==> src/rtl/cursor_pkg.sv <==
// Shared types and 3x3 grid helpers for the tic-tac-toe cursor controller.
// Positions are row-major cell indices 0..8; moves wrap within their row or column.
package cursor_pkg;

    localparam int GRID_DIM  = 3;
    localparam int NUM_CELLS = GRID_DIM * GRID_DIM;
    localparam int NUM_BTNS  = 5;

    typedef enum logic [2:0] {
        UP     = 3'd0,
        DOWN   = 3'd1,
        LEFT   = 3'd2,
        RIGHT  = 3'd3,
        SELECT = 3'd4
    } btn_idx_e;

    typedef logic [3:0] pos_t;

    localparam pos_t LAST_CELL = 4'd8;

    function automatic pos_t next_right(input pos_t p);
        pos_t r;
        case (p)
            4'd0: r = 4'd1;
            4'd1: r = 4'd2;
            4'd2: r = 4'd0;
            4'd3: r = 4'd4;
            4'd4: r = 4'd5;
            4'd5: r = 4'd3;
            4'd6: r = 4'd7;
            4'd7: r = 4'd8;
            4'd8: r = 4'd6;
            default: r = p;
        endcase
        return r;
    endfunction

    function automatic pos_t next_left(input pos_t p);
        pos_t r;
        case (p)
            4'd0: r = 4'd2;
            4'd1: r = 4'd0;
            4'd2: r = 4'd1;
            4'd3: r = 4'd5;
            4'd4: r = 4'd3;
            4'd5: r = 4'd4;
            4'd6: r = 4'd8;
            4'd7: r = 4'd6;
            4'd8: r = 4'd7;
            default: r = p;
        endcase
        return r;
    endfunction

    function automatic pos_t next_down(input pos_t p);
        pos_t r;
        case (p)
            4'd0: r = 4'd3;
            4'd1: r = 4'd4;
            4'd2: r = 4'd5;
            4'd3: r = 4'd6;
            4'd4: r = 4'd7;
            4'd5: r = 4'd8;
            4'd6: r = 4'd0;
            4'd7: r = 4'd1;
            4'd8: r = 4'd2;
            default: r = p;
        endcase
        return r;
    endfunction

    function automatic pos_t next_up(input pos_t p);
        pos_t r;
        case (p)
            4'd0: r = 4'd6;
            4'd1: r = 4'd7;
            4'd2: r = 4'd8;
            4'd3: r = 4'd0;
            4'd4: r = 4'd1;
            4'd5: r = 4'd2;
            4'd6: r = 4'd3;
            4'd7: r = 4'd4;
            4'd8: r = 4'd5;
            default: r = p;
        endcase
        return r;
    endfunction

endpackage

==> src/rtl/button_debouncer.sv <==
// Synchronises one raw pushbutton, debounces it, and emits a one-cycle pulse
// on each debounced press (released-to-pressed transition only).
module button_debouncer #(
    parameter int DEBOUNCE_CYCLES = 500000,
    parameter bit ACTIVE_LOW      = 1'b1
) (
    input  logic clk,
    input  logic rst_n,
    input  logic btn_raw,
    output logic press
);

    localparam int CNT_W = (DEBOUNCE_CYCLES > 1) ? $clog2(DEBOUNCE_CYCLES) : 1;
    localparam logic [CNT_W-1:0] CNT_MAX = CNT_W'(DEBOUNCE_CYCLES - 1);

    logic             raw_pressed;
    logic             sync_meta_reg;
    logic             sync_reg;
    logic             level_reg;
    logic             level_next;
    logic [CNT_W-1:0] cnt_reg;
    logic [CNT_W-1:0] cnt_next;
    logic             press_reg;
    logic             press_next;

    assign raw_pressed = ACTIVE_LOW ? ~btn_raw : btn_raw;

    always_ff @(posedge clk or negedge rst_n) begin
        if (!rst_n) begin
            sync_meta_reg <= 1'b0;
            sync_reg      <= 1'b0;
            level_reg     <= 1'b0;
            cnt_reg       <= '0;
            press_reg     <= 1'b0;
        end else begin
            sync_meta_reg <= raw_pressed;
            sync_reg      <= sync_meta_reg;
            level_reg     <= level_next;
            cnt_reg       <= cnt_next;
            press_reg     <= press_next;
        end
    end

    // The pulse is registered alongside the level toggle, so it is high in the
    // cycle right after the debounced level rises.
    always_comb begin
        level_next = level_reg;
        cnt_next   = cnt_reg;
        press_next = 1'b0;
        if (sync_reg == level_reg) begin
            cnt_next = '0;
        end else if (cnt_reg == CNT_MAX) begin
            level_next = ~level_reg;
            cnt_next   = '0;
            press_next = ~level_reg;
        end else begin
            cnt_next = cnt_reg + CNT_W'(1);
        end
    end

    assign press = press_reg;

endmodule

==> src/rtl/cursor_controller.sv <==
// Converts board pushbuttons into a registered cursor cell and one-cycle
// placement requests for the game-state logic.
module cursor_controller
    import cursor_pkg::*;
#(
    parameter int   DEBOUNCE_CYCLES = 500000,
    parameter bit   BTN_ACTIVE_LOW  = 1'b1,
    parameter pos_t RESET_POS       = 4'd4
) (
    input  logic       clk,
    input  logic       rst_n,
    input  logic       btn_up,
    input  logic       btn_down,
    input  logic       btn_left,
    input  logic       btn_right,
    input  logic       btn_select,
    input  logic       enable,
    input  logic [8:0] occupied,
    output logic [3:0] sel_position,
    output logic       place_valid,
    output logic [3:0] place_position
);

    logic [NUM_BTNS-1:0] btn_raw;
    logic [NUM_BTNS-1:0] btn_press;

    pos_t sel_position_reg;
    pos_t sel_position_next;
    logic place_valid_reg;
    logic place_valid_next;
    pos_t place_position_reg;
    pos_t place_position_next;

    // Bit order follows btn_idx_e so presses can be indexed by button name.
    assign btn_raw = {btn_select, btn_right, btn_left, btn_down, btn_up};

    generate
        for (genvar gi = 0; gi < NUM_BTNS; gi++) begin : g_btn
            button_debouncer #(
                .DEBOUNCE_CYCLES(DEBOUNCE_CYCLES),
                .ACTIVE_LOW     (BTN_ACTIVE_LOW)
            ) u_debouncer (
                .clk    (clk),
                .rst_n  (rst_n),
                .btn_raw(btn_raw[gi]),
                .press  (btn_press[gi])
            );
        end
    endgenerate

    always_ff @(posedge clk or negedge rst_n) begin
        if (!rst_n) begin
            sel_position_reg   <= RESET_POS;
            place_valid_reg    <= 1'b0;
            place_position_reg <= '0;
        end else begin
            sel_position_reg   <= sel_position_next;
            place_valid_reg    <= place_valid_next;
            place_position_reg <= place_position_next;
        end
    end

    // One action per cycle; lower-priority presses in the same cycle are lost.
    always_comb begin
        sel_position_next   = sel_position_reg;
        place_valid_next    = 1'b0;
        place_position_next = place_position_reg;
        if (sel_position_reg > LAST_CELL) begin
            sel_position_next = RESET_POS;
        end else if (enable) begin
            if (btn_press[SELECT]) begin
                if (!occupied[sel_position_reg]) begin
                    place_valid_next    = 1'b1;
                    place_position_next = sel_position_reg;
                end
            end else if (btn_press[UP]) begin
                sel_position_next = next_up(sel_position_reg);
            end else if (btn_press[DOWN]) begin
                sel_position_next = next_down(sel_position_reg);
            end else if (btn_press[LEFT]) begin
                sel_position_next = next_left(sel_position_reg);
            end else if (btn_press[RIGHT]) begin
                sel_position_next = next_right(sel_position_reg);
            end
        end
    end

    assign sel_position   = sel_position_reg;
    assign place_valid    = place_valid_reg;
    assign place_position = place_position_reg;

endmodule
==> config.mk <==
export PLATFORM = sky130hd
export DESIGN_NAME = cursor_controller
export DESIGN_NICKNAME = d
export VERILOG_FILES = /design/src/rtl/cursor_pkg.sv /design/src/rtl/button_debouncer.sv /design/src/rtl/cursor_controller.sv
export SDC_FILE = /design/constraint.sdc
export NUM_CORES = 1
export LEC_CHECK = 0
export ABC_AREA = 1
export BUFFER_PORTS_ARGS = -buffer_cell sky130_fd_sc_hd__buf_2
export CORE_ASPECT_RATIO = 1.1
export CORE_UTILIZATION = 50
export DETAILED_ROUTE_END_ITERATION = 8
export PLACE_DENSITY = 0.75
export SYNTH_ARGS = -nofsm -noshare
export SYNTH_HDL_FRONTEND = slang
export SYNTH_SLANG_ARGS = --single-unit
==> constraint.sdc <==
create_clock -name clk -period 1.65 [get_ports clk]
set_input_delay 0.0825 -clock clk [delete_from_list [all_inputs] [get_ports clk]]
set_output_delay 0.0825 -clock clk [all_outputs]
set_load 0.005 [all_outputs]
Word level (Yosys, flattened, before mapping)
Cells that the tools add are included.
{ "classes": {"addsub": 5, "n_mul": 0, "div_mod_pow": 0, "magnitude_cmp": 2, "n_eq_ne": 23, "n_shift": 0, "muxes": 37, "n_bitwise": 17, "reduce_logical": 10} }
{ "ops": {"columns": ["op", "n"], "rows": [
  ["$mux 19", 10],
  ["$pmux 4 s9", 4],
  ["$add 19x1->19 const B", 5],
  ["$eq 19x19->1 const B", 5],
  ["$ne 11x11->1 const B", 4],
  ["$mux 4", 7],
  ["$not 1->1", 17],
  ["$eq 4x3->1 const B", 4],
  ["$mux 1", 15],
  ["$reduce_and 2->1", 5],
  ["$eq 4x2->1 const B", 2],
  ["$reduce_and 7->1", 1],
  ["$eq 1x1->1", 5],
  ["$lt 4x5->1 const B", 1],
  ["$reduce_bool 5->1", 1],
  ["$bmux 1 s4", 1],
  ["$eq 4x1->1 const B", 1],
  ["$eq 4x4->1 const B", 1],
  ["$gt 4x4->1 const B", 1],
  ["$logic_not 4->1", 1],
  ["$reduce_and 4->1", 1],
  ["$ne 2x2->1 const B", 1],
  ["$reduce_bool 2->1", 1]
]} }
{ "totals": {"regBits": 124, "latch_bits": 0, "mem_bits_rw": 0, "rom_bits": 0, "out_inout_bits": 9, "memories": 0} }

Depth between registers and ports, before layout
Gate-level depths: netlist of run 1.
{ "logic_depth": {"word_depth": 9, "depth_mapped": 11, "mapped_depth_nobuf": 11} }

Hierarchy
From an unflattened synthesis of run 1, not the netlist that was laid out.
{ "hier_totals": {"hier_cells": 873, "hier_area_um2": 6912.9} }
{ "by_module_without_submodules": {"columns": ["mod", "n_inst", "cells_each", "area_each_um2", "seq_area_each_um2"], "rows": [
  ["button_debouncer", 5, 150, 1227.4, 575.6],
  ["cursor_controller", 1, 123, 775.7, 226.5]
]} }

Least setup slack after synthesis of run 1
Ideal clock, no wire load.
{ "synth_path": {"path_kind": "flip-flop to flip-flop", "start": "register g_btn[1].u_debouncer.cnt_reg[0]", "end": "register g_btn[1].u_debouncer.cnt_reg[12]", "setup_time_ns": 0.132, "arrival_time_ns": 1.405, "slack_ns": 0.113, "stages_incl_launch_ff": 10, "path_buffers": 0, "path_cell_list": "dfrtp_1 ha_1 nand2_1 nor2_4 nand2_1 inv_2 nand4_1 nor2_1 xor2_1 nor2_1"} }
{ "synth_between": {"elab_chain_cells": 3, "elab_cells_between_ends": 4, "classes_between": "add/sub: 1; eq/ne: 1; mux: 2"} }
{ "synth_lines": {"columns": ["element", "line", "rtl"], "rows": [
  ["start: declaration", "button_debouncer.sv:21", "logic [CNT_W-1:0] cnt_reg;"],
  ["start signal: assignment", "button_debouncer.sv:39", "cnt_reg <= cnt_next;"],
  ["$add 19x1->19 / $eq 19x19->1 (equally long branches)", "button_debouncer.sv:57, button_debouncer.sv:52", null],
  ["$mux 19 *", "button_debouncer.sv:52", "end else if (cnt_reg == CNT_MAX) begin"],
  ["$mux 19 *", "button_debouncer.sv:50", "if (sync_reg == level_reg) begin"],
  ["via g_btn[1].u_debouncer.cnt_next[12]", "button_debouncer.sv:22", "logic [CNT_W-1:0] cnt_next;"]
]} }
Mark *: on every way through the listed nets, which the timed path passes. The rest lies on a longest branch.
A chain may end at the register's enable or synchronous reset.

Worst setup path in the final report of run 1
{ "layout_path": {"start": "register g_btn[0].u_debouncer.cnt_reg[0]", "end": "register g_btn[0].u_debouncer.cnt_reg[8]"} }
{ "layout_between": {"elab_chain_cells": 3, "elab_cells_between_ends": 4, "classes_between": "add/sub: 1; eq/ne: 1; mux: 2"} }
{ "layout_lines": {"columns": ["element", "line"], "rows": [
  ["start: declaration", "button_debouncer.sv:21"],
  ["start signal: assignment", "button_debouncer.sv:39"],
  ["$add 19x1->19 / $eq 19x19->1 (equally long branches)", "button_debouncer.sv:57, button_debouncer.sv:52"],
  ["$mux 19 *", "button_debouncer.sv:52"],
  ["$mux 19 *", "button_debouncer.sv:50"],
  ["via g_btn[0].u_debouncer.cnt_next[8]", "button_debouncer.sv:22"]
]} }
Marks and branches as above.

==> results of run 1 <==
==> cell usage after synthesis (2+ instances only) <==
cell type,n
sky130_fd_sc_hd__a211oi_1,3
sky130_fd_sc_hd__a21o_1,2
sky130_fd_sc_hd__a21oi_1,30
sky130_fd_sc_hd__a22oi_1,4
sky130_fd_sc_hd__a31o_1,2
sky130_fd_sc_hd__a31o_2,2
sky130_fd_sc_hd__a31oi_1,2
sky130_fd_sc_hd__clkbuf_1,3
sky130_fd_sc_hd__dfrtp_1,123
sky130_fd_sc_hd__ha_1,5
sky130_fd_sc_hd__inv_1,115
sky130_fd_sc_hd__inv_2,12
sky130_fd_sc_hd__mux2_1,2
sky130_fd_sc_hd__nand2_1,176
sky130_fd_sc_hd__nand2_2,5
sky130_fd_sc_hd__nand3_1,67
sky130_fd_sc_hd__nand3b_1,4
sky130_fd_sc_hd__nand4_1,53
sky130_fd_sc_hd__nand4_2,2
sky130_fd_sc_hd__nor2_1,146
sky130_fd_sc_hd__nor2_2,11
sky130_fd_sc_hd__nor2_4,4
sky130_fd_sc_hd__nor3_1,53
sky130_fd_sc_hd__nor3_2,2
sky130_fd_sc_hd__nor3b_1,8
sky130_fd_sc_hd__nor4_1,4
sky130_fd_sc_hd__o21ai_0,10
sky130_fd_sc_hd__o21ai_1,13
sky130_fd_sc_hd__or2_0,3
sky130_fd_sc_hd__xnor2_1,2
sky130_fd_sc_hd__xor2_1,28
==> worst register-to-register path: cells and delay by family, from the launching register on <==
kind,cells,cell delay (ps)
fa+ha+maj,1,170
simple gates,6,900
buf+inv,1,60
flops,1,360
==> per-layer routing <==
metal	up-vias	GRT usage [%]	share of wire [%]
met5	-	0	0
met4	0	12.2	3.3
met3	54	4.87	5.1
met2	220	36.5	47
met1	2915	30.6	45
li1	3148	-	-
==> metrics by stage <==
stage               cell area (µm²)  total power [mW]  utilization (%)  setup WS (ps)  setup TNS [ps]
floorplan                      6840              3.27                -            113               0
global placement               7410              3.42             55.9           38.5               0
detailed placement             7410              3.42             55.9           48.0               0
CTS                            8130              7.55             61.3           33.6               0
global route                   8320              7.74             62.7          -99.6            -696
finish                         8320              7.48             62.7           28.7               0
==> final cells by class <==
type	count	area [µm²]	area share, %
clock inverters	15	221	2.66
inverters	127	479	5.76
well taps	184	230	2.77
clock buffers	17	425	5.11
repair buffers	68	494	5.94
multi-input cells	650	3360	40.4
flip-flops and latches	124	3110	37.4
==> power by group through the flow <==
stage / logic, mW / clock network, mW / registers (mW)
2_1_floorplan: 0.107 / 0 / 3.17
6_report: 0.277 / 4.09 / 3.11
5_1_grt: 0.318 / 4.30 / 3.12
3_3_place_gp: 0.254 / 0 / 3.16
4_1_cts: 0.268 / 4.17 / 3.11
3_5_place_dp: 0.256 / 0 / 3.17
==> worst max path at each step <==
stage,to,cells after the start
floorplan,g_btn[1].u_debouncer.cnt_reg[12],9
global placement,place_position[3],7
detailed placement,sel_position[0],11
CTS,place_position[3],7
global route,sel_position[0],10
finish,g_btn[0].u_debouncer.cnt_reg[8],8
==> cell families after synthesis <==
family | share of synthesized area [%]
compound gates | 5.90
xor+xnor | 3.84
fa+ha+maj | 0.914
buf+inv | 7.13
flops | 45.4
mux | 0.329
simple gates | 36.5
==> what timing repair did <==
action	in CTS	in global routing
hold endpoints to repair	129	0
resized for setup	1	34
pin swaps	0	11
buffers inserted	0	11
cloned	0	0
setup endpoints to repair	1	37
hold buffers	6	0
==> results by group, run 1 <==
Cells and area
  • Number of non-filler instances in the completed layout: 1185
  • Ratio of cells with drive above 1 in the final layout: 15.9%
  • P&R area growth vs syn: 21.6%
  • Flip-flop count of the largest register, all copies and words added: 95
  • Commonest non-fill, non-tap cell in the layout: sky130_fd_sc_hd__nand2_1
  • Commonest cells after routing, fill and taps aside: sky130_fd_sc_hd__nand2_1 (169), sky130_fd_sc_hd__nor2_1 (143), sky130_fd_sc_hd__dfrtp_1 (117)
  • Nets: 1010
  • Antenna cells: 0
  • Number of filler cells placed in the layout: 1114

Yosys
  • Synthesized cell area: 0.00684 mm²
  • Synthesized netlist net count: between 900 and 1000
  • Mean instance size in the synthesized netlist: around 7.6 µm²
  • Synth unique cells: 39
  • Top cell type by total area after synthesis: sky130_fd_sc_hd__dfrtp_1
  • Proportion of synthesized chip area in sequential cells: 45.4%
  • Yosys Warn Count: 0
  • Most used flip-flop cell after synthesis: sky130_fd_sc_hd__dfrtp_1
  • Synthesis-stage register bit count: 124
  • Number of instances in the synthesized netlist: between 900 and 1000
  • Share of synthesized registers carrying an async set or reset: 100%
  • Post-synth EDFFs: 0
  • Post-synth top area share: 45.0%
  • Dominant cells by area after synthesis: sky130_fd_sc_hd__dfrtp_1 (45%), sky130_fd_sc_hd__nand2_1 (9.7%), sky130_fd_sc_hd__nor2_1 (8.0%)

Clock network
  • Clock buffer depth: 2
  • Clock-pin transition on the worst setup and hold timing paths: 60 ps
  • Clock tree from TritonCTS: done
  • CTS H-Tree Depth: 4
  • CTS Sinks: 124
  • Number of buffers inserted during clock tree synthesis: 17
  • CTS root buf: sky130_fd_sc_hd__clkbuf_16
  • Worst-Skew Late Latency: 430 ps

Routing
  • Routed WL per cell: 13.3 µm
  • Via/cell ratio: approximately 5.3
  • Post-detailed-route DRC marker count: 0
  • Via count: 6337
  • Final Routed Wirelength: between 15000 and 20000 µm
  • Drt first pass iters: 5
  • Remaining antenna violation count after routing: 0
  • Iteration-0 DRC count of the detailed router: 603

Power
  • Clock network fraction of design power: between 50% and 60%
  • IR drop worst, VDD: 0.000679 V
  • Fraction of power consumed by sequential logic: between 40% and 50%
  • Internal power consumption: 5.86 mW
  • Combinational fraction of design power: 3.7%
  • PwrDens: 899 mW/mm²
  • Net Sw Frac: 21.7%
  • Leakage dissipation: 3.75 nW
  • Net switching component of the power: 1.62 mW

Critical path
  • Top delay family on crit path: simple AND/OR/NAND/NOR gates
  • Standard cell with the maximum stage delay on the critical path: sky130_fd_sc_hd__dfrtp_1
  • Maximum net fanout on the critical path: 6
  • Data arrival time of the critical path: 1920 ps
  • Highest cell delay on the worst timing path: 360 ps
  • Critical path origin: g_btn[0].u_debouncer.cnt_reg[0]
  • Crit path buffers/inverters: 1
  • Required time of the critical path: 1950 ps
  • Reg-to-reg critical path startpoint: g_btn[0].u_debouncer.cnt_reg[0]
  • Cell occurring most often along the worst timing path: sky130_fd_sc_hd__nand2_1
  • Cell breakdown of the critical path: ha_1 > nand2_1 > nor2_4 > inv_2 > nor2_1 > nand4_1 > nand2_1 > nor3_1
  • Worst r2r dst: g_btn[0].u_debouncer.cnt_reg[8]
  • Element type at the critical path end: flip-flop
  • Critical path class: flip-flop to flip-flop
  • Worst reg-to-reg setup slack: 30 ps
  • Length in cells of the worst reg-to-reg path: 8
  • Worst Setup Start Kind: flip-flop

Floorplan
  • Die Y-Extent: 125 µm
  • Area of the core: 0.0133 mm²
  • Standard-cell row count: 44
  • Horizontal die dimension: 114 µm
  • Boundary Pins: 26
  • Area of the die: 0.0142 mm²
  • Starting Density: 51.6%

Placement
  • Detailed placer's ending HPWL: 11000 µm
  • # port buffers: 25
  • Number of cells in the design after placement: between 1000 and 1500
  • Last weighted congestion value of the routability-driven placer: 0.943

Global route
  • Leftover overflow at the end of global routing: 0
  • Pin count of the biggest net entering global routing: 65
  • Initial antenna violation count: 0
  • Vias in the first global route: 5977
  • GRT Overall Usage: 23.4%
  • Global-route wire length before repair: 26500 µm

STA
  • Period utilization: 98.3%
  • Hold Worst Slack: about 57 ps
  • Layout Skew: slightly below 6 ps
  • Count of pins over their slew limit: 0
  • Max Freq: 617 MHz
  • Crit path time final: 1620 ps
  • Unrepaired setup endpoints after global routing: yes
  • Final Hold Fails: 0
  • Number of setup violations in the final report: 0
  • Headroom to the max-slew limit: 70.0%
  • Actual slew at the worst max-slew pin: 449 ps

Hold path
  • Cells on Worst Hold Path: 3
  • Worst min-delay path class: primary input to flip-flop
  • Sink of the worst hold path: place_valid
  • Hold path start: enable

Run
  • Number of max-capacitance violations reported: 0

Run status
  • Outcome: finished, final reports clean
No activity file was read; power rests on OpenSTA's default activity.
==> inputs of run 2 (changes only) <==
--- a/config.mk
+++ b/config.mk
@@ -11,6 +11,7 @@
 export CORE_UTILIZATION = 50
 export DETAILED_ROUTE_END_ITERATION = 8
 export PLACE_DENSITY = 0.75
+export RECOVER_POWER = 25
 export SYNTH_ARGS = -nofsm -noshare
 export SYNTH_HDL_FRONTEND = slang
 export SYNTH_SLANG_ARGS = --single-unit
==> results by group, run 2 (same netlist as run 1, synthesis figures left out) <==
STA
  • Period utilization: 97.0% (-1.3 points)
  • Number of setup violations in the final report: 0 (unchanged)
  • Layout Skew: 5.65 ps (-0.223 ps)
  • Setup ws final: 50.1 ps (+21.4 ps)
  • Unrepaired setup endpoints after global routing: yes
  • Max Freq: 625 MHz (+1.3%)
  • Actual slew at the worst max-slew pin: 853 ps (+404 ps)
  • Hold Worst Slack: 55.1 ps (-2.02 ps)
  • Headroom to the max-slew limit: 43.1% (-27 points)
  • Crit path time final: 1600 ps (-21.4 ps)
  • Count of pins over their slew limit: 0 (unchanged)
  • Final Hold Fails: 0 (unchanged)

Critical path
  • Crit path buffers/inverters: 0 (-1)
  • Worst r2r dst: g_btn[2].u_debouncer.cnt_reg[16]
  • Worst Setup Start Kind: flip-flop
  • Standard cell with the maximum stage delay on the critical path: sky130_fd_sc_hd__dfrtp_1
  • Required time of the critical path: 1960 ps (about the same)
  • Reg-to-reg critical path startpoint: g_btn[2].u_debouncer.cnt_reg[0]
  • Worst reg-to-reg setup slack: 50 ps (+20 ps)
  • Length in cells of the worst reg-to-reg path: 10 (+2)
  • Highest cell delay on the worst timing path: 350 ps (about the same)
  • Critical path class: flip-flop to flip-flop
  • Stages on the worst setup path: 10 (+2)
  • Element type at the critical path end: flip-flop
  • Critical path origin: g_btn[2].u_debouncer.cnt_reg[0]
  • Maximum net fanout on the critical path: 5 (-1)
  • Data arrival time of the critical path: 1910 ps (about the same)
  • Top delay family on crit path: simple AND/OR/NAND/NOR gates
  • Cell breakdown of the critical path: ha_2 > nand2_2 > nor2_4 > nand3_2 > nor2_4 > nand2_4 > nor2_4 > nand4_1 > nand2_1 > nor2_1
  • Destination of the critical timing path: g_btn[2].u_debouncer.cnt_reg[16]
  • Cell occurring most often along the worst timing path: sky130_fd_sc_hd__nor2_4

Clock network
  • CTS H-Tree Depth: 4 (unchanged)
  • Clock-pin transition on the worst setup and hold timing paths: 60 ps (about the same)
  • Number of buffers inserted during clock tree synthesis: 17 (unchanged)
  • Clock buffer depth: 2 (unchanged)
  • Clock tree from TritonCTS: done
  • CTS Sinks: 124 (unchanged)
  • Worst-Skew Late Latency: 430 ps (about the same)
  • CTS root buf: sky130_fd_sc_hd__clkbuf_16

Global route
  • Vias in the first global route: 5977 (unchanged)
  • Leftover overflow at the end of global routing: 0 (unchanged)
  • GRT Overall Usage: 23.4% (unchanged)
  • Global-route wire length before repair: 26500 µm (unchanged)
  • Initial antenna violation count: 0 (unchanged)
  • Pin count of the biggest net entering global routing: 65 (unchanged)

Floorplan
  • Die Y-Extent: 125 µm (unchanged)
  • Standard-cell row count: 44 (unchanged)
  • Starting Density: 51.6% (unchanged)
  • Horizontal die dimension: 114 µm (unchanged)
  • Area of the core: 0.0133 mm² (unchanged)
  • Boundary Pins: 26 (unchanged)
  • Area of the die: 0.0142 mm² (unchanged)

Run
  • Number of max-capacitance violations reported: 0 (unchanged)

Placement
  • Dpl ws: 48.0 ps (unchanged)
  • Detailed placer's ending HPWL: 11000 µm (unchanged)
  • Last weighted congestion value of the routability-driven placer: 0.943 (unchanged)
  • Post-Place Cell Area: 0.00741 mm² (unchanged)
  • # port buffers: 25 (unchanged)

Cells and area
  • Cell area after layout: 0.00829 mm² (-0.39%)
  • Layout Utilization: 62.5% (-0.25 points)
  • Commonest cells after routing, fill and taps aside: sky130_fd_sc_hd__nand2_1 (169), sky130_fd_sc_hd__nor2_1 (143), sky130_fd_sc_hd__dfrtp_1 (117)
  • Nets: 1010 (unchanged)
  • Commonest non-fill, non-tap cell in the layout: sky130_fd_sc_hd__nand2_1
  • Flip-flop count of the largest register, all copies and words added: 95 (unchanged)
  • P&R area growth vs syn: 21.1%
  • Antenna cells: 0 (unchanged)
  • Ratio of cells with drive above 1 in the final layout: 15.8% (-0.10 points)

Hold path
  • Worst min-delay path class: primary input to flip-flop

Power
  • PwrDens: 901 mW/mm² (+0.23%)
  • IR drop worst, VDD: 0.000680 V (+0.15%)
  • Leakage dissipation: 3.74 nW (-0.39%)
  • Final Total Pwr: 7.47 mW (-0.16%)

Routing
  • Iteration-0 DRC count of the detailed router: 630 (+4.5%)
  • Via/cell ratio: 5.38 (+0.65%)
  • Final Routed Wirelength: 15800 µm (about the same)
  • Via count: 6378 (+0.65%)
  • Remaining antenna violation count after routing: 0 (unchanged)
  • Drt first pass iters: 5 (unchanged)
  • Post-detailed-route DRC marker count: 0 (unchanged)
  • Routed WL per cell: 13.3 µm (about the same)

Run status
  • Outcome: finished, final reports clean
## run 2: cell count changes in the layout (fill, tap and decap cells not counted)
| cell | delta |
|---|---|
| sky130_fd_sc_hd__buf_12 | -2 |
| sky130_fd_sc_hd__clkbuf_4 | +2 |
| sky130_fd_sc_hd__buf_6 | -1 |
| sky130_fd_sc_hd__clkbuf_1 | +1 |
## run 2: worst min path at each step
stage	start	endpoint	slack (ps)	cells after the start
floorplan	rst_n	g_btn[0].u_debouncer.cnt_reg[0]	-210	0
global placement	rst_n	g_btn[4].u_debouncer.cnt_reg[16]	90	2
detailed placement	rst_n	g_btn[4].u_debouncer.cnt_reg[18]	90	2
CTS	enable	place_valid	40	3
global route	enable	place_valid	60	3
finish	enable	place_valid	60	3
## run 2: layout make-up
cell class              instances  area, µm²
repair buffers                 68        462
multi-input cells             650       3360
well taps                     184        230
fillers                      1118       4980
inverters                     127        479
clock buffers                  17        425
flip-flops and latches        124       3110
clock inverters                15        221
## run 2: what timing repair did
item	4_1_cts	5_1_grt
resized for setup	1	34
hold buffers	6	0
endpoints found under the setup margin	1	37
hold endpoints to repair	129	0
pin swaps	0	11
setup buffers	0	11
## run 2: layer usage
layer | global-route usage (%) | part of all wire [%]
met4 | 12.2 | 3.2
met5 | 0 | 0
met1 | 30.6 | 44
met3 | 4.87 | 5.0
met2 | 36.5 | 47
## run 2: per-stage QoR
step	TNS [ps]	std cells
after floorplan	0	904
after global placement	0	1136
after detailed placement	0	1136
after CTS	0	1174
after global routing	-696	1185
final	0	1185
## run 2: tightest hold or removal path, stage by stage
cell,delay (ps)
sky130_fd_sc_hd__buf_2,110
sky130_fd_sc_hd__nand4_2,170
sky130_fd_sc_hd__nor2_4,70
## run 2: where the power goes
part | switching [mW] | internal, mW | leakage (nW)
Sequential | 0.0299 | 3.08 | 1.68
Combinational | 0.175 | 0.0915 | 1.75
Clock | 1.41 | 2.67 | 0.305
==> inputs of run 3 (changes only) <==
--- a/config.mk
+++ b/config.mk
@@ -7,7 +7,7 @@
 export LEC_CHECK = 0
 export ABC_AREA = 1
 export BUFFER_PORTS_ARGS = -buffer_cell sky130_fd_sc_hd__buf_2
-export CORE_ASPECT_RATIO = 1.1
+export CORE_ASPECT_RATIO = 1.5
 export CORE_UTILIZATION = 50
 export DETAILED_ROUTE_END_ITERATION = 8
 export PLACE_DENSITY = 0.75
==> results by group, run 3 (same netlist as run 1, synthesis figures left out) <==
Global route
  • Global-route wire length before repair: 27300 µm (+3.2%)
  • Vias in the first global route: 6164 (+3.1%)
  • Pin count of the biggest net entering global routing: 45 (-31%)
  • GRT Overall Usage: 23.6% (+0.18 points)
  • Leftover overflow at the end of global routing: 0 (unchanged)
  • Initial antenna violation count: 0 (unchanged)

Clock network
  • CTS Sinks: 124 (unchanged)
  • Clock buffer depth: 2 (unchanged)
  • Clock-pin transition on the worst setup and hold timing paths: 60 ps (about the same)
  • CTS root buf: sky130_fd_sc_hd__clkbuf_16
  • Worst-Skew Late Latency: 420 ps (about the same)
  • Clock tree from TritonCTS: done
  • CTS H-Tree Depth: 4 (unchanged)
  • Number of buffers inserted during clock tree synthesis: 17 (unchanged)

Hold path
  • Cells on Worst Hold Path: 3 (unchanged)
  • Worst min-delay path class: primary input to flip-flop
  • Hold path start: enable

Placement
  • Number of cells in the design after placement: 1113 (-2.0%)
  • Post-Place Cell Area: 0.00738 mm² (-0.47%)
  • Detailed placer's ending HPWL: 11600 µm (+4.9%)
  • Last weighted congestion value of the routability-driven placer: 0.955 (+1.3%)
  • # port buffers: 25 (unchanged)

Critical path
  • Worst Setup Start Kind: flip-flop
  • Standard cell with the maximum stage delay on the critical path: sky130_fd_sc_hd__dfrtp_1
  • Reg-to-reg critical path startpoint: g_btn[2].u_debouncer.cnt_reg[0]
  • Required time of the critical path: 1950 ps (about the same)
  • Critical path origin: g_btn[2].u_debouncer.cnt_reg[0]
  • Maximum net fanout on the critical path: 5 (unchanged)
  • Cell occurring most often along the worst timing path: sky130_fd_sc_hd__nor2_4
  • Critical path class: flip-flop to flip-flop
  • Length in cells of the worst reg-to-reg path: 10 (unchanged)
  • Cell breakdown of the critical path: ha_2 > nand2_4 > nor2_4 > nand3_2 > nor2_4 > nand2_4 > nor2_4 > nand4_1 > nand2_1 > nor2_1
  • Element type at the critical path end: flip-flop
  • Data arrival time of the critical path: 1920 ps (about the same)
  • Highest cell delay on the worst timing path: 360 ps (about the same)

Routing
  • Post-detailed-route DRC marker count: 0 (unchanged)
  • Final Routed Wirelength: 16200 µm (+2.8%)
  • Drt first pass iters: 6 (+1)
  • Iteration-0 DRC count of the detailed router: 360 (-43%)
  • Via/cell ratio: 5.51 (+2.4%)
  • Remaining antenna violation count after routing: 0 (unchanged)
  • Via count: 6373 (-0.078%)
  • Routed WL per cell: 14.1 µm (+5.4%)

Power
  • Leakage dissipation: 3.73 nW (-0.28%)
  • PwrDens: 873 mW/mm² (-3.1%)
  • IR drop worst, VDD: 0.000593 V (-13%)

Floorplan
  • Boundary Pins: 26 (unchanged)
  • Starting Density: 51.1% (-0.52 points)
  • Die Y-Extent: 145 µm (+17%)
  • Area of the core: 0.0134 mm² (+1.0%)
  • Horizontal die dimension: 97.5 µm (-14%)
  • Area of the die: 0.0142 mm² (about the same)
  • Standard-cell row count: 52 (+18%)

Cells and area
  • Antenna cells: 0 (unchanged)
  • Ratio of cells with drive above 1 in the final layout: 15.2% (-0.59 points)
  • Commonest cells after routing, fill and taps aside: sky130_fd_sc_hd__nand2_1 (170), sky130_fd_sc_hd__nor2_1 (139), sky130_fd_sc_hd__dfrtp_1 (119)
  • Number of filler cells placed in the layout: 1188 (+6.3%)
  • Number of non-filler instances in the completed layout: 1156 (-2.4%)
  • Flip-flop count of the largest register, all copies and words added: 95 (unchanged)
  • Nets: 1004 (-0.59%)
  • P&R area growth vs syn: 19.6%
  • Cell area after layout: 0.00819 mm² (-1.2%)
  • Commonest non-fill, non-tap cell in the layout: sky130_fd_sc_hd__nand2_1

STA
  • Number of setup violations in the final report: 0 (unchanged)
  • Max Freq: 618 MHz (-1.1%)
  • Count of pins over their slew limit: 0 (unchanged)
  • Period utilization: 98.1% (+1.1 points)
  • Actual slew at the worst max-slew pin: 1100 ps (+251 ps)
  • Hold Worst Slack: 59.2 ps (+4.05 ps)
  • Final Hold Fails: 0 (unchanged)
  • Unrepaired setup endpoints after global routing: yes
  • Layout Skew: 10.1 ps (+4.47 ps)
  • Crit path time final: 1620 ps (+18.3 ps)
  • Headroom to the max-slew limit: 26.4% (-17 points)

Run
  • Number of max-capacitance violations reported: 0 (unchanged)

Run status
  • Outcome: finished, final reports clean
-- run 3: cell types whose count changed in the layout (fill, tap and decap cells not counted), sizes merged --
cell	previous run	this run
clkbuf	20	26
buf	59	54
clkinv	5	3
bufinv	5	3
clkinvlp	4	1
inv	128	127
-- run 3: final cells by class --
cell class | instances | area (µm²) | share of cell area (%)
multi-input combinational | 650 | 3380 | 41.3
sequential | 124 | 3110 | 38.0
clock buffer | 24 | 482 | 5.88
inverter | 127 | 477 | 5.82
timing repair buffer | 62 | 423 | 5.17
tap | 162 | 203 | 2.48
clock inverter | 7 | 113 | 1.38
-- run 3: final timing paths --
path | to | slack, ps
worst max-delay path | g_btn[2].u_debouncer.cnt_reg[16] | 30
worst min-delay path | place_valid | 60
worst max register to register | g_btn[2].u_debouncer.cnt_reg[16] | 30
worst min register to register | g_btn[1].u_debouncer.sync_reg | 350
max in group asynchronous | g_btn[1].u_debouncer.cnt_reg[18] | 380
min in group asynchronous | g_btn[0].u_debouncer.cnt_reg[14] | 410
-- run 3: metal layers --
layer / vias to the layer above / track usage (%) / share of wire [%]
met5: - / 0 / 0
met4: 0 / 10.8 / 3.3
met3: 60 / 4.67 / 4.2
met2: 202 / 42.7 / 52
met1: 2966 / 26.4 / 40
li1: 3145 / - / -
-- run 3: metrics by stage --
step                power [mW]  util [%]  setup TNS, ps  worst slack, ps
floorplan                 3.27         -              0              113
global placement          3.42      55.1              0              101
detailed placement        3.43      55.1              0             69.1
CTS                       7.22      59.9              0             68.2
global route              7.41      61.1           -329            -99.0
finish                    7.15      61.1              0             31.8
-- run 3: power by group --
| group | switching, mW | internal [mW] |
|---|---|---|
| combinational | 0.176 | 0.0948 |
| sequential | 0.0331 | 3.09 |
| clock | 1.28 | 2.48 |
-- run 3: critical path, delay by kind of cell (launching register included) --
family	cells	cell delay [ps]
adder cells (fa/ha/maj)	1	210
flip-flops	1	360
AND/OR/NAND/NOR	9	930
-- run 3: what timing repair did --
item / in CTS / in global routing
gates resized for setup: 0 / 41
hold buffers: 6 / 0
setup buffers: 0 / 6
hold endpoints to repair: 129 / 0
setup endpoints to repair: 0 / 41
